[config.mk]
export PLATFORM = sky130hd
export DESIGN_NAME = register_file_block
export DESIGN_NICKNAME = d
export VERILOG_FILES = /design/src/rtl/register_file_block.sv
export SDC_FILE = /design/constraint.sdc
export NUM_CORES = 1
export LEC_CHECK = 0
export CAP_MARGIN = 15
export CORE_ASPECT_RATIO = 0.7
export CORE_MARGIN = 3
export CORE_UTILIZATION = 58
export CTS_BUF_LIST = sky130_fd_sc_hd__clkbuf_8 sky130_fd_sc_hd__clkbuf_16
export CTS_CLUSTER_SIZE = 16
export DETAILED_ROUTE_END_ITERATION = 12
export PLACE_DENSITY = 0.8
export SLEW_MARGIN = 0
export SYNTH_ARGS = -nofsm -noshare
export SYNTH_HDL_FRONTEND = slang
export SYNTH_SLANG_ARGS = --single-unit
[constraint.sdc]
create_clock -name clk -period 1.92 [get_ports clk]
set_input_delay 0.384 -clock clk [delete_from_list [all_inputs] [get_ports clk]]
set_output_delay 0.384 -clock clk [all_outputs]
set_load 0.03 [all_outputs]
[src/rtl/register_file_block.sv]
// 8x8 register file for the 8-bit MIPS pipeline. The operands are registered, so data appears one clock after the address, with a same-edge write-back bypass.
// While stall is high the outputs hold, except that an output whose latched address is being written reloads with the new value.
module register_file_block #(
  parameter int DATA_W = 8,
  parameter int ADDR_W = 3
) (
  input  logic              clk,
  input  logic              reset,
  input  logic [DATA_W-1:0] ans_wb,
  input  logic [ADDR_W-1:0] wb_addr,
  input  logic              wb_en,
  input  logic [ADDR_W-1:0] rs_addr,
  input  logic [ADDR_W-1:0] rt_addr,
  input  logic              stall,
  output logic [DATA_W-1:0] rs_data,
  output logic [DATA_W-1:0] rt_data
);

  localparam int NREG = 1 << ADDR_W;

  logic [DATA_W-1:0] regs [NREG];
  logic [ADDR_W-1:0] rs_lat;
  logic [ADDR_W-1:0] rt_lat;
  logic              wr_hit;
  logic [DATA_W-1:0] rs_val;
  logic [DATA_W-1:0] rt_val;

  assign wr_hit = wb_en && (wb_addr != '0);

  // The write-back value takes priority over the stored copy so a same-edge read never sees stale data.
  always_comb begin
    rs_val = regs[rs_addr];
    if (rs_addr == '0)
      rs_val = '0;
    else if (wr_hit && (wb_addr == rs_addr))
      rs_val = ans_wb;
  end

  always_comb begin
    rt_val = regs[rt_addr];
    if (rt_addr == '0)
      rt_val = '0;
    else if (wr_hit && (wb_addr == rt_addr))
      rt_val = ans_wb;
  end

  always_ff @(posedge clk or negedge reset) begin
    if (!reset) begin
      for (int i = 0; i < NREG; i++)
        regs[i] <= '0;
    end else if (wr_hit) begin
      regs[wb_addr] <= ans_wb;
    end
  end

  always_ff @(posedge clk or negedge reset) begin
    if (!reset) begin
      rs_data <= '0;
      rt_data <= '0;
      rs_lat  <= '0;
      rt_lat  <= '0;
    end else if (!stall) begin
      rs_data <= rs_val;
      rt_data <= rt_val;
      rs_lat  <= rs_addr;
      rt_lat  <= rt_addr;
    end else begin
      // Under stall, refresh an operand whose register is being written so it stays coherent.
      if (wr_hit && (wb_addr == rs_lat))
        rs_data <= ans_wb;
      if (wr_hit && (wb_addr == rt_lat))
        rt_data <= ans_wb;
    end
  end

endmodule

==> metrics.md <==
| Metric | Value |
|---|---|
| Run status | finished with violations |
| Failing checks | hold timing |
| Final Slew Violations | 0 |
| Max capacitance violation total | 0 |
| H-tree lvl count | 3 |
| Compound-Gate Fraction of Synth Area | 5.599% |
| TritonCTS clock tree | yes |
| Core Box Area | 0.007515 mm² |
| IO Port Bufs | 36 |
| Total wire length | 11.55 mm |
| Post-synthesis instance total | 331 |
| Via count | 3,188 |
| Largest buffer count on any clock path | 2 |
| CTS Sinks | 86 |
| Smallest setup slack after layout | 0.06542 ns |
| Initial drt markers | 208 |
| Data arrival at the endpoint of the critical path | 2.07 ns |
| Final antenna diode count | 0 |
| Warnings from Yosys | 0 |
| Maximum fanout encountered on the critical timing path | 7 |
| Buffers inserted by post-CTS timing repair | 0 |
| Overall global routing resource usage | 27.78% |
| Power per unit of standard cell area | 954.7 mW/mm² |
| Post-placement worst setup slack | -0.4830 ns |
| Max Fclk | 0.5392 GHz |
| Leakage power summed over all cells | 2.549 nW |
| DR DRC count | 0 |
| Setup repair after global routing missed its margin | false |
| Finished layout cell area | a little under 0.006 mm² |
| Mux share of post-synthesis cell area | a little under two fifths |
| Initial cell density of the core | 61.56% |
| Total Die Area | between 0.009 and 0.01 mm² |
| Worst slew margin relative to its limit | between 60 and 70% |
| Net count of the finished layout | about 420 |
| I/O Pins | 37 |
| Pin slew with the least headroom to its limit | just under 0.5 ns |
| Maximum number of pins on one net before global-route repair | 34 |
| Worst skew pair latency | around 0.34 ns |
| Vias/cell | 6.402 |
| Count of endpoints failing setup in the final report | 0 |
| Largest family of logic cells by synthesized area | multiplexers |
| Hold WS | -0.002818 ns |
| Final estimated routing congestion in global placement | 0.9366 |
| Number of nets produced by synthesis | 352 |
| Proportion of synthesized chip area in sequential cells | between 40 and 50% |
| Synthesized area per cell | 13.97 µm² |
| Fraction of the cycle the final worst path needs | between 90 and 100% |
| Count of filler cells inserted in the layout | approximately 420 |
| Worst setup skew after layout | 0.006061 ns |
| Antenna-violating nets left | 0 |
| Clock root buffer master | sky130_fd_sc_hd__clkbuf_16 |
| Wire length of the first global-routing pass | between 15 and 20 mm |
| Crit end category | register |
| Peak supply drop | 705.7 µV |
| Element type at the critical path start | primary input |
| Final Hold Fails | 1 |
| CTS Hold Buffers Added | 0 |
| Num CTS Buffers | 9 |
| Synthesis-stage register bit count | 86 |
| Required time at the endpoint of the critical path | ~2.1 ns |
| Y dimension of the die | 80.72 µm |
| Global route overflow | 0 |
| Horizontal extent of the die | 112.7 µm |
| Post-DP Area | approximately 0.0055 mm² |
| Min cycle time layout | 1.855 ns |
| Number of antenna violations at the first check in global routing | 0 |
| Number of distinct library cells after synthesis | 28 |
| Layout cells sized above 1 | 49.25% |
| Simple-gate portion of the synthesized area | 4.220% |
| Critical path start-end classification | primary input to register |
| Clock-pin slew on the worst setup and hold paths | 0.06 ns |
| HPWL after detailed placement | 8.180 mm |
| Number of placement rows | 26 |
| First-pass iteration count of the detailed router | 5 |
| Total standard cell area after synthesis | 0.004626 mm² |
| Number of global-route vias before repair | 3,307 |
| Xor/xnor cell area share of the yosys netlist | 2.272% |
| Adder and majority cell fraction of the synthesized area | 0% |
| Final core utilization | 78.14% |
| Worst min path class | primary input to asynchronous set/reset pin |
| Area added between synthesis and finish | 26.94% |
| Average detailed-routed wire length per instance | about 23 µm |
-- area by class of cell --
type	count	area, µm²	area share (%)
Sequential cell	86	2152	36.65
Tap cell	98	122.6	2.088
Clock buffer	9	225.2	3.836
Timing Repair Buffer	91	949.7	16.17
Clock inverter	6	63.81	1.087
Multi-Input combinational cell	208	2359	40.17
-- path summary, 6_finish.rpt --
path,startpoint,to,slack (ns),depth (start not counted)
max,wb_en,rt_data[5],0.07,6
min,reset,rt_lat[2],-0.003,1
max reg2reg,regs[45],rt_data[5],0.33,4
min reg2reg,regs[60],regs[60],0.40,0
max in group asynchronous,reset,regs[46],1.35,2
min in group clk,regs[60],regs[60],0.40,0
-- sequential cells by signal (all words and copies together) (netlist names) --
signal	count
regs	64
rs_data	8
rs_lat	3
rt_data	8
rt_lat	3
-- per-layer routing --
layer / wire [µm] / part of all wire [%] / track usage [%] / vias to the layer above
li1: - / - / - / 1382
met1: 5140 / 45 / 38.97 / 1651
met2: 5310 / 46 / 42.85 / 134
met3: 893 / 7.7 / 6.777 / 21
met4: 204 / 1.8 / 9.964 / 0
met5: 0 / 0 / 0 / -
-- layout by cell type (no fill, tap or decap), drive strengths merged, types with 3 or more instances in the layout --
master,count
nor3,7
nor2,15
clkinv,3
mux2i,16
mux2,76
buf,54
dlygate4sd2,3
or4,4
clkdlybuf4s50,29
nand4b,3
xor2,12
clkbuf,10
dfrtp,86
o21ai,14
mux4,32
o22ai,14
-- Yosys cell counts --
| library cell | number | share of area, % |
|---|---|---|
| sky130_fd_sc_hd__o31ai_2 | 1 | 0.27 |
| sky130_fd_sc_hd__a221oi_2 | 1 | 0.32 |
| sky130_fd_sc_hd__dfrtp_1 | 86 | 47 |
| sky130_fd_sc_hd__mux2_2 | 76 | 19 |
| sky130_fd_sc_hd__o21ai_0 | 8 | 0.87 |
| sky130_fd_sc_hd__a21boi_0 | 2 | 0.32 |
| sky130_fd_sc_hd__nor2_1 | 15 | 1.2 |
| sky130_fd_sc_hd__mux4_2 | 32 | 16 |
| sky130_fd_sc_hd__nand4b_1 | 3 | 0.57 |
| sky130_fd_sc_hd__buf_2 | 7 | 0.76 |
| sky130_fd_sc_hd__o21ai_1 | 6 | 0.65 |
| sky130_fd_sc_hd__o22a_1 | 2 | 0.38 |
| sky130_fd_sc_hd__o22ai_1 | 14 | 1.9 |
| sky130_fd_sc_hd__nor3_2 | 1 | 0.22 |
| sky130_fd_sc_hd__clkbuf_1 | 22 | 1.8 |
| sky130_fd_sc_hd__buf_1 | 1 | 0.081 |
| sky130_fd_sc_hd__nand2_1 | 1 | 0.081 |
| sky130_fd_sc_hd__o41ai_2 | 2 | 0.70 |
| sky130_fd_sc_hd__buf_6 | 1 | 0.24 |
| sky130_fd_sc_hd__mux2i_1 | 16 | 3.5 |
| sky130_fd_sc_hd__xor2_1 | 12 | 2.3 |
| sky130_fd_sc_hd__a221oi_1 | 1 | 0.19 |
| sky130_fd_sc_hd__nand4_1 | 1 | 0.14 |
| sky130_fd_sc_hd__nor3_1 | 6 | 0.65 |
| sky130_fd_sc_hd__or2_2 | 2 | 0.27 |
| sky130_fd_sc_hd__or4_1 | 4 | 0.65 |
| sky130_fd_sc_hd__buf_4 | 6 | 0.97 |
| sky130_fd_sc_hd__nor4bb_1 | 2 | 0.43 |
-- kinds of logic (layout without fill, tap and decap cells) --
| logic type | Yosys count | after routing |
|---|---|---|
| AOI/OAI and AO/OA | 37 | 37 |
| xor gates and xnor gates | 12 | 12 |
| buffers and inverters | 37 | 106 |
| DFF | 86 | 86 |
| muxes | 124 | 124 |
| and+or+nand+nor | 35 | 35 |
-- power by group --
part	total [mW]	leakage, nW	switching, mW	internal, mW
registers	2.39	1.05	0.243	2.14
logic	1.52	1.37	0.650	0.870
clock network	1.70	0.137	0.702	0.997
-- per-stage QoR --
stage                     TNS, ns  hold slack, ns  total power, mW  cells
after floorplan                 0         0.08841            3.286    331
after global placement     -12.66          0.3619            3.768    481
after detailed placement   -14.91          0.3703            3.851    481
after CTS                       0        0.007903            5.593    498
after global routing            0         0.01926            5.839    498
final                           0       -0.002818            5.606    498
-- what timing repair did --
item                       CTS  global route
setup endpoints to repair   15            25
resized for setup           15             7
gates cloned                 2             0
-- critical path: stages --
cell and delay, ns:
sky130_fd_sc_hd__clkdlybuf4s50_1 0.52, sky130_fd_sc_hd__o31ai_2 0.11, sky130_fd_sc_hd__buf_4 0.17, sky130_fd_sc_hd__or4_4 0.60, sky130_fd_sc_hd__o21ai_1 0.17, sky130_fd_sc_hd__o22ai_1 0.12
(Power assumes the default switching activity.)
